$ cat config.mk
export PLATFORM = sky130hd
export DESIGN_NAME = time_report_scheduler
export DESIGN_NICKNAME = d
export VERILOG_FILES = /design/src/rtl/time_report_scheduler.sv
export SDC_FILE = /design/constraint.sdc
export NUM_CORES = 1
export LEC_CHECK = 0
export BUFFER_PORTS_ARGS = -buffer_cell sky130_fd_sc_hd__buf_2
export CAP_MARGIN = 15
export CELL_PAD_IN_SITES_DETAIL_PLACEMENT = 2
export CELL_PAD_IN_SITES_GLOBAL_PLACEMENT = 2
export CORE_ASPECT_RATIO = 2
export CORE_MARGIN = 2
export CORE_UTILIZATION = 38
export CTS_BUF_LIST = sky130_fd_sc_hd__clkbuf_4 sky130_fd_sc_hd__clkbuf_8
export DETAILED_ROUTE_END_ITERATION = 16
export GPL_TIMING_DRIVEN = 0
export PLACE_DENSITY = 0.86
export SYNTH_ARGS = -nofsm -noshare
export SYNTH_HDL_FRONTEND = slang
export SYNTH_SLANG_ARGS = --single-unit
$ cat constraint.sdc
create_clock -name clk -period 5.4 [get_ports clk]
set_input_delay 0.54 -clock clk [delete_from_list [all_inputs] [get_ports clk]]
set_output_delay 0.54 -clock clk [all_outputs]
set_load 0.03 [all_outputs]
$ cat src/rtl/time_report_scheduler.sv
`timescale 1ns/1ps
// Serialises a time snapshot into an ASCII "HH:MM:SS\r\n" frame for a UART sender.
// Define TIME_REPORT_MSEC_EN to add i_msec and emit "HH:MM:SS.cc\r\n".
module time_report_scheduler #(
    parameter int unsigned GAP_CYCLES = 0
) (
    input  logic       clk,
    input  logic       reset,
    input  logic [4:0] i_hour,
    input  logic [5:0] i_min,
    input  logic [5:0] i_sec,
`ifdef TIME_REPORT_MSEC_EN
    input  logic [6:0] i_msec,
`endif
    input  logic       i_req,
    input  logic       i_auto_en,
    output logic [7:0] o_tx_data,
    output logic       o_tx_valid,
    input  logic       i_tx_ready,
    output logic       o_busy,
    output logic       o_frame_done
);

`ifdef TIME_REPORT_MSEC_EN
    localparam logic [3:0] LAST_IDX = 4'd12;
`else
    localparam logic [3:0] LAST_IDX = 4'd9;
`endif
    localparam logic [7:0] GAP_LOAD = 8'(GAP_CYCLES);

    typedef enum logic {IDLE, SEND} state_t;

    state_t     state, state_nxt;
    logic [3:0] idx;
    logic [7:0] gap_cnt;
    logic       pending;
    logic       prime;
    logic [5:0] prev_sec;
    logic [4:0] snap_hour;
    logic [5:0] snap_min;
    logic [5:0] snap_sec;
`ifdef TIME_REPORT_MSEC_EN
    logic [6:0] snap_msec;
`endif

    logic       auto_trig;
    logic       trig;
    logic       start;
    logic       hs;
    logic       last;
    logic [7:0] frame_byte;

    function automatic logic [7:0] tens_ascii(input logic [6:0] v);
        return 8'h30 + 8'(v / 7'd10);
    endfunction

    function automatic logic [7:0] ones_ascii(input logic [6:0] v);
        return 8'h30 + 8'(v % 7'd10);
    endfunction

    assign auto_trig = i_auto_en & prime & (i_sec != prev_sec);
    assign trig      = i_req | auto_trig;
    assign start     = (state == IDLE) & (trig | pending) & (gap_cnt == 8'd0);
    assign hs        = (state == SEND) & i_tx_ready;
    assign last      = (idx == LAST_IDX);

    always_ff @(posedge clk) begin
        if (reset) state <= IDLE;
        else       state <= state_nxt;
    end

    // NOTE: every output gets a default first so no path through the case infers a latch.
    always_comb begin
        state_nxt    = state;
        o_tx_valid   = 1'b0;
        o_busy       = 1'b0;
        o_frame_done = 1'b0;
        case (state)
            IDLE: if (start) state_nxt = SEND;
            SEND: begin
                o_tx_valid = 1'b1;
                o_busy     = 1'b1;
                if (hs && last) begin
                    o_frame_done = ~reset;
                    state_nxt    = IDLE;
                end
            end
            default: state_nxt = IDLE;
        endcase
    end

    // NOTE: sequential state uses non-blocking assignments so all registers update from pre-edge values.
    always_ff @(posedge clk) begin
        prev_sec <= i_sec;
        if (reset) begin
            idx       <= 4'd0;
            gap_cnt   <= 8'd0;
            pending   <= 1'b0;
            prime     <= 1'b0;
            snap_hour <= 5'd0;
            snap_min  <= 6'd0;
            snap_sec  <= 6'd0;
`ifdef TIME_REPORT_MSEC_EN
            snap_msec <= 7'd0;
`endif
        end else begin
            prime <= 1'b1;
            if (start) begin
                snap_hour <= i_hour;
                snap_min  <= i_min;
                snap_sec  <= i_sec;
`ifdef TIME_REPORT_MSEC_EN
                snap_msec <= i_msec;
`endif
                pending   <= 1'b0;
                idx       <= 4'd0;
            end else if (trig) begin
                // Not startable right now: remember one frame, further triggers coalesce.
                pending <= 1'b1;
            end
            if (hs) idx <= last ? 4'd0 : idx + 4'd1;
            if (hs && last)
                gap_cnt <= GAP_LOAD;
            else if (state == IDLE && gap_cnt != 8'd0)
                gap_cnt <= gap_cnt - 8'd1;
        end
    end

    always_comb begin
        frame_byte = 8'h00;
        case (idx)
            4'd0:  frame_byte = tens_ascii({2'b00, snap_hour});
            4'd1:  frame_byte = ones_ascii({2'b00, snap_hour});
            4'd2:  frame_byte = 8'h3A;
            4'd3:  frame_byte = tens_ascii({1'b0, snap_min});
            4'd4:  frame_byte = ones_ascii({1'b0, snap_min});
            4'd5:  frame_byte = 8'h3A;
            4'd6:  frame_byte = tens_ascii({1'b0, snap_sec});
            4'd7:  frame_byte = ones_ascii({1'b0, snap_sec});
`ifdef TIME_REPORT_MSEC_EN
            4'd8:  frame_byte = 8'h2E;
            4'd9:  frame_byte = tens_ascii(snap_msec);
            4'd10: frame_byte = ones_ascii(snap_msec);
            4'd11: frame_byte = 8'h0D;
            4'd12: frame_byte = 8'h0A;
`else
            4'd8:  frame_byte = 8'h0D;
            4'd9:  frame_byte = 8'h0A;
`endif
            default: frame_byte = 8'h00;
        endcase
    end

    assign o_tx_data = (state == SEND) ? frame_byte : 8'h00;

endmodule

==> metrics.txt, run 1 <==
outcome=completed; max-cap violations=0; Final ANT Viol Nets=0; Die Span Y=121 um; Rows=42; WHS Path Cells=1; Global Route Usage Sum=0.251; worst-path fanout max=6; commonest cells after routing, fill and taps aside=nor2_1 (52), dfxtp_1 (38), buf_2 (34), nand2_1 (22), mux2i_1 (21); wire length per cell=19.1 um; crit-path cells=inv_1 > ha_1 > nor3b_1 > nor3_1 > nand2b_1 > xnor2_1 > ha_1 > or3_1 > o311a_2 > o211a_1 > or4b_4 > o21ai_2 > nor3b_2 > buf_2; Max clock buf depth=2; I/O pins=33; most frequent CP cell=ha_1; maximum VDD drop=0.233 mV; Routed WL=8780 um; DIE AREA=7570 um^2; fraction of registers with async set/reset=0; minimum clock period=4590 ps; worst path bufs/invs=2; largest net degree at the start of global routing=12; critical path's top delay family=simple AND/OR/NAND/NOR gates; Die Wd=62.5 um; setup TNS=0 ps; Hold EP=prev_sec[3]$_DFF_P_; Worst-Margin Slew=775 ps; Worst-path clk slew=70 ps; Post-route DRC=0; CP required=4860 ps; R2R cell count=7; Synth Flop Type=dfxtp_1; max-slew violations=0; Nets=402; CTS root buf=clkbuf_8; Pwr Density=460 nW/um^2; post_cts resized=0; CP startpoint kind=flop; RSZ-0062 raised after global routing=false; Post-synth EDFFs=0; final antenna diode count=0; CP Capture Type=primary output; crit path kind=reg2out; gr ovfl total=0; R2R setup slack=3010 ps; Fin Clk Skew=around 16 ps; Final Util=0.448; setup bufs post-CTS=0; DR vias=2592; fraction of layout cells with a size suffix above 1=0.146; Area growth syn-to-layout=14.0%; Syn Nets=363; hold_buf cts=0; mapped cell area=2600 um^2; TritonCTS clock tree=built; DP Wirelength=6950 um; First-pass DRT Iterations=4; CP max stage delay=540 ps; first-pass GRT wire length=around 15000 um; antenna violations before repair=0; Num CTS Buffers=5; Worst path slowest cell=or4b_4; Cell variety after synth=59; FMAX=218 MHz; Syn Area/Cell=about 7.9 um^2; crit share post-route=0.851; Crit path depth=14; vias per inst=5.65; worst-skew pair later-pin latency=310 ps; P_leak=1.14 nW; H-tree levels=2; Yosys warning count=0; vias in the first global route=about 2900; port bufs=32; commonest non-fill, non-tap cell in the layout=nor2_1; Seq/Total Area, Yosys=0.292; worst hold start=i_sec[3]; synthesized instance count=331; Initial Util=0.393; reg2reg end=snap_sec[5]$_SDFFE_PP0P_; reg2reg start=gap_cnt[3]$_SDFFE_PP0P_; synthesis-stage register bit count=38; arrival time worst endpoint=4050 ps; final setup vio count=0; core box area=6620 um^2; Hold Crit Class=in2reg; Sink Count=38; gpl congestion=0.818; Initial DRC Count=between 90 and 100; Final Hold Fails=0; Max-slew headroom=0.479
-- worst max-delay path by stage --
| stage | from | slack [ps] | endpoint |
|---|---|---|---|
| floorplan | snap_hour[2]$_SDFFE_PP0P_ | 1670 | o_tx_data[6] |
| global placement | snap_hour[3]$_SDFFE_PP0P_ | 1320 | o_tx_data[6] |
| detailed placement | snap_hour[3]$_SDFFE_PP0P_ | 1140 | o_tx_data[6] |
| CTS | snap_hour[3]$_SDFFE_PP0P_ | 800 | o_tx_data[6] |
| global route | snap_hour[3]$_SDFFE_PP0P_ | 620 | o_tx_data[6] |
| finish | snap_hour[3]$_SDFFE_PP0P_ | 810 | o_tx_data[6] |
-- flip-flops by register name, indices dropped and copies added, names as in the netlist --
| name | cells |
|---|---|
| pending | 1 |
| snap_hour | 5 |
| prev_sec | 6 |
| prime | 1 |
| snap_sec | 6 |
| state | 1 |
| idx | 4 |
| gap_cnt | 8 |
| snap_min | 6 |
-- through the flow --
stage                     cell area (um^2)  hold slack, ps  total power, mW  setup slack [ps]  instances
final                                 2970             388             1.36               806        459
after global routing                  2970             388             1.48               623        459
after CTS                             2970             383             1.38               799        459
after detailed placement              2870             502             1.16              1140        451
after global placement                2870             488             1.12              1320        451
after floorplan                       2600             458            0.962              1670        331
-- synth_stat cells, types with 9 or more instances --
library cell	number	area, um^2
inv_1	14	52.6
nor2b_1	9	56.3
a21oi_1	18	90.1
o21ai_0	15	75.1
nand2b_1	13	81.3
mux2i_1	21	210
dfxtp_1	38	761
ha_1	10	125
nor2_1	52	195
clkbuf_1	11	41.3
nand2_1	22	82.6
nor3_1	13	65.1
xnor2_1	14	123
-- final cells by class --
class | count | area, um^2
Buffer | 14 | 58.8
Clock buffer | 7 | 90.1
Clock inverter | 1 | 5.00
Fill cell | 830 | 3650
Inverter | 14 | 52.6
Multi-Input combinational cell | 265 | 1730
Sequential cell | 38 | 761
Tap cell | 88 | 110
Timing Repair Buffer | 32 | 160
-- cell families (layout without fill, tap and decap cells) --
logic type	count (synthesis)	count (layout)	share of synthesized area
buf+inv	28	68	0.0428
xor+xnor	19	19	0.0639
simple gates	143	143	0.276
fa+ha+maj	10	10	0.0481
mux	21	21	0.0808
compound gates	72	72	0.196
flops	38	38	0.292
-- metal layers --
| metal | GRT usage | part of all wire |
|---|---|---|
| met2 | 0.528 | 0.62 |
| met1 | 0.223 | 0.33 |
| met5 | 0 | 0 |
| met3 | 0.0250 | 0.015 |
| met4 | 0.132 | 0.039 |
-- power breakdown --
group / total [mW] / internal [mW] / switching, mW / leakage, nW
Sequential: 0.443 / 0.352 / 0.0909 / 0.312
Clock: 0.210 / 0.108 / 0.102 / 0.0517
Combinational: 0.712 / 0.286 / 0.426 / 0.774
No activity file was read; power rests on OpenSTA's default activity.
==> run 2, diff against run 1 <==
Settings changed: BUFFER_PORTS_ARGS -buffer_cell sky130_fd_sc_hd__buf_2 to -buffer_cell sky130_fd_sc_hd__buf_4.
==> run 2 against run 1 <==
Effect of this change:
- cell count unchanged
- maximum frequency grew 2.9%
- via count rose by 0.81%
- combinational power increased by 2%
- register-to-register slack barely moved
- sequential power hardly changed
- critical path depth is the same
- largest cell class unchanged
==> metrics.txt, run 2 (synthesis gave the netlist of run 1 again) <==
arrival time worst endpoint=3920 ps; reg2reg start=gap_cnt[3]$_SDFFE_PP0P_; H-tree levels=2; CP Capture Type=primary output; Fin Clk Skew=11.0 ps; Die Span Y=121 um; max-cap violations=0; WHS Path Cells=1; reg2reg end=snap_min[3]$_SDFFE_PP0P_; Initial Util=0.393; setup bufs post-CTS=0; Die Wd=62.5 um; switching power=623 uW; max-slew violations=0; crit path kind=reg2out; wire length per cell=18.6 um; maximum VDD drop=0.227 mV; Pwr Density=453 nW/um^2; gr ovfl total=0; crit-path cells=inv_1 > ha_1 > nor3b_1 > nor3_1 > nand2b_1 > xnor2_1 > ha_1 > or3_1 > o311a_2 > o211a_1 > or4b_4 > o21ai_2 > nor3b_2 > buf_4; Initial DRC Count=90; commonest cells after routing, fill and taps aside=nor2_1 (52), dfxtp_1 (38), buf_4 (33), nand2_1 (22), mux2i_1 (21); Max-slew headroom=0.481; hold_buf cts=0; Worst path slowest cell=or4b_4; DR vias=2613; R2R setup slack=3010 ps; Routed WL=8530 um; final antenna diode count=0; TritonCTS clock tree=built; antenna violations before repair=0; CP startpoint kind=flop; final setup vio count=0; post_cts resized=0; Area growth syn-to-layout=17.1%; Hold EP=prev_sec[4]$_DFF_P_; Nets=402; Comb pwr share=0.526; most frequent CP cell=ha_1; gpl congestion=~0.8; Worst-Margin Slew=772 ps; CTS root buf=clkbuf_8; worst-skew pair later-pin latency=310 ps; worst path bufs/invs=2; Final Hold Fails=0; CP max stage delay=540 ps; Hold Crit Class=in2reg; largest net degree at the start of global routing=12; setup TNS=0 ps; RSZ-0062 raised after global routing=false; Num CTS Buffers=5; Global Route Usage Sum=0.243; Sink Count=38; Rows=between 40 and 50; Cell Int Power=about 760 uW; minimum clock period=~4500 ps; Final ANT Viol Nets=0; P_leak=1.16 nW; critical path's top delay family=simple AND/OR/NAND/NOR gates; crit share post-route=0.826; port bufs=32; First-pass DRT Iterations=4; Sw Share=0.451; sequential share of power=0.321; outcome=completed; Worst-path clk slew=80 ps; max reg flops=8; vias per inst=~5.7; Max clock buf depth=2; commonest non-fill, non-tap cell in the layout=nor2_1; worst hold start=i_sec[4]; DIE AREA=7570 um^2; largest register by flop count=gap_cnt; first-pass GRT wire length=~14000 um; vias in the first global route=2893; clock network power share=0.154; R2R cell count=7; Post-route DRC=0; fraction of layout cells with a size suffix above 1=0.146; core box area=approximately 6600 um^2; worst-path fanout max=6; CP required=4860 ps; I/O pins=33; FMAX=224 MHz; crit path launch=snap_hour[3]$_SDFFE_PP0P_; Fillers=about 830; overall power=1.38 mW; DP Wirelength=7010 um
run 2: final cells by class:
type	count	area [um^2]	share of cell area
tap	88	110	0.0361
multi-input combinational	265	1730	0.568
clock inverter	1	5.00	0.00164
timing repair buffer	32	240	0.0788
clock buffer	7	90.1	0.0296
inverter	14	52.6	0.0172
sequential	38	761	0.250
buffer	14	58.8	0.0193
run 2: how the worst max path moves through the flow:
stage                         endpoint  cells after the start
after floorplan           o_tx_data[6]                     12
after global placement    o_tx_data[6]                     14
after detailed placement  o_tx_data[6]                     14
after CTS                 o_tx_data[6]                     14
after global routing      o_tx_data[6]                     14
final                     o_tx_data[6]                     14
run 2: per-stage QoR:
stage | utilization | instance area (um^2) | hold WS, ps | setup WS, ps | cells
2_1_floorplan | - | 2600 | 458 | 1670 | 331
3_3_place_gp | 0.446 | 2950 | 490 | 1330 | 451
3_5_place_dp | 0.446 | 2950 | 509 | 1230 | 451
4_1_cts | 0.460 | 3050 | 356 | 883 | 459
5_1_grt | 0.460 | 3050 | 358 | 666 | 459
6_report | 0.460 | 3050 | 365 | 938 | 459
run 2: routing by layer:
layer | global-route usage | wire length, um | vias to the layer above
li1 | - | - | 1245
met1 | 0.207 | 2750 | 1286
met2 | 0.507 | 5180 | 51
met3 | 0.0343 | 166 | 31
met4 | 0.140 | 433 | 0
met5 | 0 | 0 | -
run 2: power by group through the flow:
| stage | sequential [mW] | combinational, mW | clock, mW |
|---|---|---|---|
| 2_1_floorplan | 0.420 | 0.542 | 0 |
| 3_5_place_dp | 0.449 | 0.731 | 0 |
| 4_1_cts | 0.445 | 0.738 | 0.218 |
| 6_report | 0.443 | 0.726 | 0.212 |
| 5_1_grt | 0.458 | 0.811 | 0.228 |
| 3_3_place_gp | 0.442 | 0.691 | 0 |
